===== src/rtl/riscv_pkg.sv =====
// Shared definitions for the fetch/decode boundary: data width, bubble encoding
// and the occupancy encoding of the IF/ID buffer.
package riscv_pkg;

    localparam int XLEN = 32;
    localparam logic [XLEN-1:0] NOP_INSTR = 32'h0000_0013;

    typedef enum logic [1:0] {
        EMPTY = 2'd0,
        HALF  = 2'd1,
        FULL  = 2'd2
    } occ_state_t;

    // Anything whose low two bits are not 2'b11 is not a 32-bit encoding.
    function automatic logic is_not_32bit(input logic [XLEN-1:0] instr);
        return instr[1:0] != 2'b11;
    endfunction

endpackage


===== src/rtl/perf_counter.sv =====
// Free-running wrap-around event counter with synchronous clear.
module perf_counter #(
    parameter int PERF_W = 32
) (
    input  logic              clk,
    input  logic              reset,
    input  logic              inc,
    output logic [PERF_W-1:0] count
);

    always_ff @(posedge clk) begin
        if (reset)
            count <= '0;
        else if (inc)
            count <= count + 1'b1;
    end

endmodule


===== src/rtl/if_id_buffer.sv =====
// Two-entry (head + skid) FIFO between fetch and decode with flush support.
// Optional performance counters are enabled by defining IF_ID_PERF_EN.
module if_id_buffer
    import riscv_pkg::*;
#(
    parameter int PERF_W = 32
) (
    input  logic              clk,
    input  logic              reset,
    input  logic              if_valid,
    input  logic [XLEN-1:0]   if_pc,
    input  logic [XLEN-1:0]   if_instr,
    output logic              if_ready,
    input  logic              flush,
    output logic              id_valid,
    output logic [XLEN-1:0]   id_pc,
    output logic [XLEN-1:0]   id_instr,
    output logic              id_illegal,
`ifdef IF_ID_PERF_EN
    output logic [PERF_W-1:0] perf_stall_cycles,
    output logic [PERF_W-1:0] perf_bubble_cycles,
    output logic [PERF_W-1:0] perf_flush_count,
`endif
    input  logic              id_ready
);

    occ_state_t      state_q, state_d;
    logic [XLEN-1:0] head_pc, head_instr;
    logic [XLEN-1:0] skid_pc, skid_instr;
    logic            accept, emit;

    // Both handshakes depend only on the registered occupancy.
    assign if_ready = (state_q != FULL);
    assign id_valid = (state_q != EMPTY);
    assign accept   = if_valid & if_ready;
    assign emit     = id_valid & id_ready;

    always_ff @(posedge clk) begin
        if (reset)
            state_q <= EMPTY;
        else
            state_q <= state_d;
    end

    always_comb begin
        state_d = state_q;
        if (flush) begin
            state_d = EMPTY;
        end else begin
            unique case (state_q)
                EMPTY: if (accept) state_d = HALF;
                HALF: begin
                    if (accept && !emit)
                        state_d = FULL;
                    else if (emit && !accept)
                        state_d = EMPTY;
                end
                FULL:  if (emit) state_d = HALF;
                default: state_d = EMPTY;
            endcase
        end
    end

    // Head always holds the oldest beat; skid only fills when head is stalled.
    always_ff @(posedge clk) begin
        if (reset) begin
            head_pc    <= '0;
            head_instr <= NOP_INSTR;
            skid_pc    <= '0;
            skid_instr <= NOP_INSTR;
        end else if (!flush) begin
            unique case (state_q)
                EMPTY: begin
                    if (accept) begin
                        head_pc    <= if_pc;
                        head_instr <= if_instr;
                    end
                end
                HALF: begin
                    if (accept && emit) begin
                        head_pc    <= if_pc;
                        head_instr <= if_instr;
                    end else if (accept) begin
                        skid_pc    <= if_pc;
                        skid_instr <= if_instr;
                    end
                end
                FULL: begin
                    if (emit) begin
                        head_pc    <= skid_pc;
                        head_instr <= skid_instr;
                    end
                end
                default: ;
            endcase
        end
    end

    assign id_pc      = id_valid ? head_pc    : '0;
    assign id_instr   = id_valid ? head_instr : NOP_INSTR;
    assign id_illegal = id_valid & is_not_32bit(head_instr);

`ifdef IF_ID_PERF_EN
    perf_counter #(.PERF_W(PERF_W)) u_stall_cnt (
        .clk   (clk),
        .reset (reset),
        .inc   (if_valid & ~if_ready),
        .count (perf_stall_cycles)
    );

    perf_counter #(.PERF_W(PERF_W)) u_bubble_cnt (
        .clk   (clk),
        .reset (reset),
        .inc   (id_ready & ~id_valid),
        .count (perf_bubble_cycles)
    );

    perf_counter #(.PERF_W(PERF_W)) u_flush_cnt (
        .clk   (clk),
        .reset (reset),
        .inc   (flush),
        .count (perf_flush_count)
    );
`endif

endmodule

===== config.mk =====
export PLATFORM = sky130hd
export DESIGN_NAME = if_id_buffer
export DESIGN_NICKNAME = d
export VERILOG_FILES = /design/src/rtl/riscv_pkg.sv /design/src/rtl/perf_counter.sv /design/src/rtl/if_id_buffer.sv
export SDC_FILE = /design/constraint.sdc
export NUM_CORES = 1
export LEC_CHECK = 0
export BUFFER_PORTS_ARGS = -buffer_cell sky130_fd_sc_hd__clkbuf_2
export CAP_MARGIN = 20
export CORE_ASPECT_RATIO = 0.8
export CORE_MARGIN = 5
export CORE_UTILIZATION = 55
export DETAILED_ROUTE_END_ITERATION = 10
export HOLD_SLACK_MARGIN = 0.06
export PLACE_DENSITY = 0.8
export SLEW_MARGIN = 20
export SYNTH_ARGS = -nofsm -noshare
export SYNTH_HDL_FRONTEND = slang
export SYNTH_HIERARCHICAL = 1
export SYNTH_SLANG_ARGS = --single-unit

===== constraint.sdc =====
create_clock -name clk -period 1.93 [get_ports clk]
set_clock_uncertainty 0.2 [all_clocks]
set_input_delay 0.193 -clock clk [delete_from_list [all_inputs] [get_ports clk]]
set_output_delay 0.193 -clock clk [all_outputs]
set_load 0.005 [all_outputs]

==> results of run 1 <==
-- cell usage in the layout (no fill, tap or decap), types with 2 or more instances in the layout --
| master | count |
|---|---|
| a211o_1 | 3 |
| a211oi_1 | 61 |
| a211oi_2 | 65 |
| a21boi_1 | 3 |
| a21oi_1 | 62 |
| and2_1 | 25 |
| and2_4 | 36 |
| and3b_1 | 3 |
| buf_12 | 18 |
| buf_4 | 23 |
| buf_6 | 9 |
| buf_8 | 2 |
| clkbuf_1 | 4 |
| clkbuf_16 | 22 |
| clkbuf_2 | 125 |
| clkbuf_8 | 4 |
| clkinv_2 | 3 |
| dfxtp_1 | 128 |
| dfxtp_4 | 2 |
| dlygate4sd3_1 | 66 |
| mux2i_1 | 64 |
| nand2b_1 | 4 |
| nand3_1 | 61 |
| nor2_1 | 4 |
| o21ai_0 | 32 |
| o21ai_1 | 29 |
-- registers in the layout, summed over array words and instances, names as in the netlist --
register / cells
head_instr: 32
head_pc: 32
skid_instr: 32
skid_pc: 32
state_q: 2
-- path summary, 6_finish.rpt --
check	slack (ns)	depth (start not counted)	from	to
min	0.12	2	reset	skid_instr[11]
max	-0.04	4	state_q[0]	id_pc[19]
max reg2reg	-0.03	6	state_q[0]	head_instr[1]
min reg2reg	0.27	2	skid_instr[19]	skid_instr[19]
-- cell type report --
class	instances	area, sq um
multi-input cells	467	3610
flip-flops and latches	130	2610
fillers	650	2432
repair buffers	252	2128
clock buffers	25	495.5
well taps	148	185.2
clock inverters	5	52.55
inverters	1	3.754
-- layer usage --
| metal | track usage, % | share of wire [%] | routed length (um) | vias up |
|---|---|---|---|---|
| met3 | 6.098 | 8.4 | 1881 | 75 |
| met2 | 49.20 | 49 | 10990 | 389 |
| met1 | 32.84 | 39 | 8793 | 3219 |
| li1 | - | - | - | 2916 |
| met4 | 10.87 | 3.6 | 805 | 0 |
| met5 | 0 | 0 | 0 | - |
-- timing repair --
item | 4_1_cts | 5_1_grt
cloned | 1 | 7
endpoints found under the setup margin | 66 | 87
hold buffers | 67 | 0
setup buffers | 3 | 8
pin swaps | 1 | 8
gates resized for setup | 15 | 62
endpoints found under the hold margin | 129 | 0
-- power breakdown --
part           internal [W]  switching [W]
combinational      0.000540       0.000610
sequential          0.00282      0.0000824
clock               0.00189        0.00113
-- kinds of logic after synthesis --
logic type | count (synthesis) | synth area share [%]
compound gates | 259 | 30.07
buf+inv | 87 | 6.933
flops | 130 | 40.17
mux | 65 | 10.12
simple gates | 142 | 12.71
-- metrics by stage --
step | util, % | cell area (sq um) | total power [W] | TNS (ns) | hold WS [ns]
after floorplan | - | 6479 | 0.003499 | 0 | 0.07280
after detailed placement | 64.02 | 7373 | 0.003821 | 0 | 0.2385
after global placement | 64.02 | 7373 | 0.003778 | 0 | 0.2378
final | 78.88 | 9085 | 0.007067 | -0.3496 | 0.1222
after global routing | 78.88 | 9085 | 0.007288 | -3.008 | 0.1280
after CTS | 75.37 | 8681 | 0.006927 | 0 | 0.09501
==> metrics, run 1 <==
DRT iter0 DRCs roughly 600; Vias 6599; die area between 10000 and 15000 sq um; Post-synth EDFFs 0; Sink Count 130; cts bufs inserted 17; Mapped Nets between 700 and 800; port bufs approximately 140; post-synth cell types 32; most frequent cell after synthesis dfxtp_1; ys async rst share 0%; Least-Margin Pin Slew 0.6551 ns; violated checks negative setup slack; top post-synthesis cells by area dfxtp_1 40%, a211oi_2 12%, mux2i_1 9.9%, a211oi_1 7.6%, and2_1 5.9%; worst endpoint required time between 1.5 and 2 ns; RSZ-0062 raised after global routing yes; routed len/inst around 22 um; layout cells sized above 1 36.93%; peak supply drop ~0.8 mV; setup violators final 20; Initial Util 56.25%; highest clock rate between 500 and 600 MHz; max_slew headroom around 56%; area growth from synthesis to layout 40.23%; GR Overflow Total 0; clock tree buffer depth 2; Syn Inst Count 683; drt drc 0; PD cells a little under 800 nW/um^2; CTS tree yes; crit-path max cell delay around 0.34 ns; type of the worst setup path flop to output port; Synth Flop Type dfxtp_1; final worst-path cycle share 102.3%; crit path capture type output port; RePlAce Congestion ~0.85; crit path buf inv count 2; I/O pins roughly 140; CP Cell Sequence or2_4 > clkbuf_16 > and2_1 > clkbuf_2; Die Width 131.3 um; DP Worst Slack around 0.053 ns; first-pass GRT wire length 32220 um; post-synthesis cell area between 6000 and 7000 sq um; Synth warnings 6; post-DR vias/cell roughly 6.4; post-synthesis register bit count 130; count of final hold-check violations 0; hpwl dp between 10000 and 15000 um; cell taking the most area after synthesis dfxtp_1; Syn Area/Cell roughly 9.5 sq um; hold crit path type input port to flop; post-route insts no fill approximately 1000; Final min period 1.974 ns; synth cell count leaders 130 x dfxtp_1, 66 x a211oi_1, 64 x mux2i_1; final worst slack -0.04366 ns; Die Span Y 107.1 um; initial antenna violation count 0; register area share after synthesis between 40% and 50%; slowest stage cell, crit path dfxtp_4; # nets final about 940; ANT nets after route 0; Total Wirelength 22470 um; Top delay family on crit path simple AND/OR/NAND/NOR gates; Tot GR Track Use 27.75%; vias in the first global route 6350; crit path max fanout 11; # placed instances 913; Reg clk slew, reported paths about 0.05 ns; Leak around 3.9 nW; row cnt 35; Core Area 11520 sq um; 1st-pass router iterations 5; status finished with violations; Antenna diodes 0; Clk Tree Root Cell clkbuf_16; pin count of the biggest net entering global routing 44; final slew viol count 0; Max Cap Viol 0; Arrival @ worst endpoint between 1.5 and 2 ns; Startpoint Class flop; Yosys top cell area share 40.17%; H-Tree Depth 4; worst skew pair latency 0.41 ns
Power figures use the tool's default switching activity.
==> inputs of run 2 (changes only) <==
--- a/config.mk
+++ b/config.mk
@@ -5,6 +5,8 @@
 export SDC_FILE = /design/constraint.sdc
 export NUM_CORES = 1
 export LEC_CHECK = 0
+export ABC_AREA = 1
+export ABC_CLOCK_PERIOD_IN_PS = 1930
 export BUFFER_PORTS_ARGS = -buffer_cell sky130_fd_sc_hd__clkbuf_2
 export CAP_MARGIN = 20
 export CORE_ASPECT_RATIO = 0.8
@@ -12,6 +14,7 @@
 export CORE_UTILIZATION = 55
 export DETAILED_ROUTE_END_ITERATION = 10
 export HOLD_SLACK_MARGIN = 0.06
+export MAX_ROUTING_LAYER = met4
 export PLACE_DENSITY = 0.8
 export SLEW_MARGIN = 20
 export SYNTH_ARGS = -nofsm -noshare
==> metrics, run 2 <==
commonest non-fill, non-tap cell in the layout nand2_1; Die Span Y 106.3 um (-0.76%); routed len/inst 12.28 um (-44%); most frequent cell after synthesis nand2_1; violated checks negative setup slack; CTS tree yes; crit path max fanout 3 (-8); Die Width 130.3 um (-0.77%); status finished with violations; post-route total power 0.006652 W (-5.9%); synth cell count leaders 330 x nand2_1, 311 x nor2_1, 130 x dfxtp_1; worst endpoint required time 2.04 ns (+0.50 ns); hpwl dp 9808 um (-18%); Startpoint Class input port; initial antenna violation count 0 (unchanged); TNS Setup -0.01288 ns (+0.3367 ns); layout cells sized above 1 16.49% (-20 points); ANT nets after route 0 (unchanged); CP Cell Sequence dlygate4sd3_1 > clkbuf_2 > or2_2 > dlygate4sd3_1 > nor4_1; GR Overflow Total 0 (unchanged); RSZ-0062 raised after global routing no; Total Wirelength 17010 um (-24%); setup violators final 1 (-95%); crit path capture type flop; post-route cell area 8437 sq um (-7.1%); Syn Area/Cell 6.085 sq um (-36%); Antenna diodes 0 (unchanged); Filler cells 941 (+45%); final worst slack -0.01288 ns (+0.03078 ns); clock tree buffer depth 2 (unchanged); post-synth cell types 20 (-38%); post-synthesis cell area 6371 sq um (-1.7%); drt drc 0 (unchanged); Final min period 1.943 ns (-0.03078 ns); area growth from synthesis to layout 32.42%; crit-path max cell delay 0.59 ns (+0.25 ns); Core Area 11430 sq um (-0.76%); Max Cap Viol 0 (unchanged); post-DR vias/cell 4.789 (-25%); crit path capture state_q[1]; cts bufs inserted 17 (unchanged); cell mode on critical path dlygate4sd3_1; Least-Margin Pin Slew 0.4255 ns (-0.2296 ns); critical path depth 5 (+1); first-pass GRT wire length 27950 um (-13%); H-Tree Depth 4 (unchanged); count of final hold-check violations 0 (unchanged); die area 13850 sq um (-1.5%); max_slew headroom 71.63% (+15 points); Syn Inst Count 1047 (+53%); FF-to-FF End head_pc[12]; Arrival @ worst endpoint 2.05 ns (+0.47 ns); worst reg-to-reg path cell count 8 (+2); Top delay family on crit path buffers and inverters; final worst-path cycle share 100.7% (-1.6 points); Post-synth EDFFs 0 (unchanged); post-layout util 73.82% (-5.1 points); Reg clk slew, reported paths 0.06 ns (about the same); Synth Flop Type dfxtp_1; Tot GR Track Use 25.45% (-2.3 points); crit path buf inv count 3 (+1); highest clock rate 514.7 MHz (+1.6%); port bufs 135 (unchanged); peak supply drop 0.6984 mV (-15%); Critical Path Source flush; row cnt 35 (unchanged); worst skew pair latency 0.42 ns (about the same); register area share after synthesis 40.85% (+0.68 points); RePlAce Congestion 0.8076 (-4.6%); pin count of the biggest net entering global routing 88 (+100%); slowest stage cell, crit path dlygate4sd3_1; Synth warnings 6 (unchanged); DRT iter0 DRCs 483 (-19%); 1st-pass router iterations 5 (unchanged); Mapped Nets 1116 (+48%); Yosys top cell area share 40.85% (+0.68 points); PD cells 788.5 nW/um^2 (+1.4%); Initial Util 55.74% (-0.51 points); Area after DPL 7193 sq um (-2.4%); Worst R2R Start state_q[1]; top post-synthesis cells by area dfxtp_1 41%, nand2_1 19%, nor2_1 18%, inv_1 5.5%, nand3b_1 3.8%; final slew viol count 0 (unchanged); Clk Tree Root Cell clkbuf_16; I/O pins 136 (unchanged); cell taking the most area after synthesis dfxtp_1; post-synthesis register bit count 130 (unchanged); Vias 6633 (+0.52%); commonest non-fill, non-tap cells in the layout 330 x nand2_1, 308 x nor2_1, 135 x clkbuf_2; hold crit path type flop to flop; # nets final 1293 (+38%); reg-to-reg slack, setup 0.25 ns (+0.28 ns); Leak 4.297 nW (+10%); vias in the first global route 6063 (-4.5%); Sink Count 130 (unchanged); type of the worst setup path input port to flop; ys async rst share 0% (unchanged)
run 2: cell count changes after synthesis, sizes merged, moves of 4 or more:
cell    before  now
a211oi     126    0
a21boi       4    0
a21oi       62    0
and2        61    1
buf         41   49
clkbuf      45   18
inv          1   96
mux2i       64    0
nand2        1  332
nand2b       5    0
nand3       61   41
nand3b       1   32
nor2         5  313
o21ai       61   29
run 2: area by class of cell:
type | count | area (sq um) | area share, %
multi-input cells | 754 | 3097 | 36.70
inverters | 96 | 362.8 | 4.301
clock buffers | 18 | 429.2 | 5.087
clock inverters | 14 | 116.4 | 1.379
repair buffers | 225 | 1637 | 19.40
flip-flops and latches | 130 | 2610 | 30.94
well taps | 148 | 185.2 | 2.195
run 2: worst min-delay path, cell delays in order, from the launching register on:
cell and delay [ns]:
dfxtp_1 0.32, nand2_1 0.05, nand3_1 0.05
run 2: worst min-delay path by stage:
stage	from	endpoint	slack [ns]	cells past startpoint
2_1_floorplan	id_ready	state_q[1]	0.07	1
3_3_place_gp	id_ready	state_q[1]	0.21	2
3_5_place_dp	id_ready	state_q[1]	0.21	2
4_1_cts	skid_instr[0]	skid_instr[0]	0.26	2
5_1_grt	head_instr[1]	head_instr[1]	0.28	2
6_report	skid_instr[0]	skid_instr[0]	0.26	2
run 2: power by group:
group / total, W / internal [W] / switching [W]
logic: 0.000843 / 0.000369 / 0.000474
clock network: 0.00297 / 0.00176 / 0.00121
registers: 0.00284 / 0.00280 / 0.0000374
run 2: per-stage QoR:
| step | hold WS [ns] | std cells | worst slack [ns] |
|---|---|---|---|
| 3_3_place_gp | 0.2054 | 1284 | 0.2228 |
| 4_1_cts | 0.2594 | 1385 | 0.009180 |
| 2_1_floorplan | 0.06991 | 1047 | 0.4665 |
| 6_report | 0.2558 | 1385 | -0.01288 |
| 5_1_grt | 0.2775 | 1385 | 0.008408 |
| 3_5_place_dp | 0.2149 | 1284 | 0.1623 |
run 2: cells by family (layout without fill, tap and decap cells):
family	count (synthesis)	count (layout)	synth area share, %
DFF	130	130	40.85
AOI/OAI and AO/OA	29	29	2.278
buffers and inverters	163	353	11.06
and+or+nand+nor	725	725	45.82
run 2: layer usage:
metal | wire length (um) | vias to the layer above | part of all wire [%] | GRT usage (%)
met5 | 0 | - | 0 | -
met4 | 286 | 0 | 1.7 | 9.618
met3 | 1015 | 24 | 6.0 | 4.018
met2 | 8148 | 228 | 48 | 42.17
met1 | 7562 | 2917 | 44 | 31.26
li1 | - | 3464 | - | -
run 2: what timing repair did:
action,CTS,global route
buffers inserted,0,0
setup endpoints to repair,3,1
resized for setup,2,2
hold buffers,69,0
hold endpoints to repair,130,0
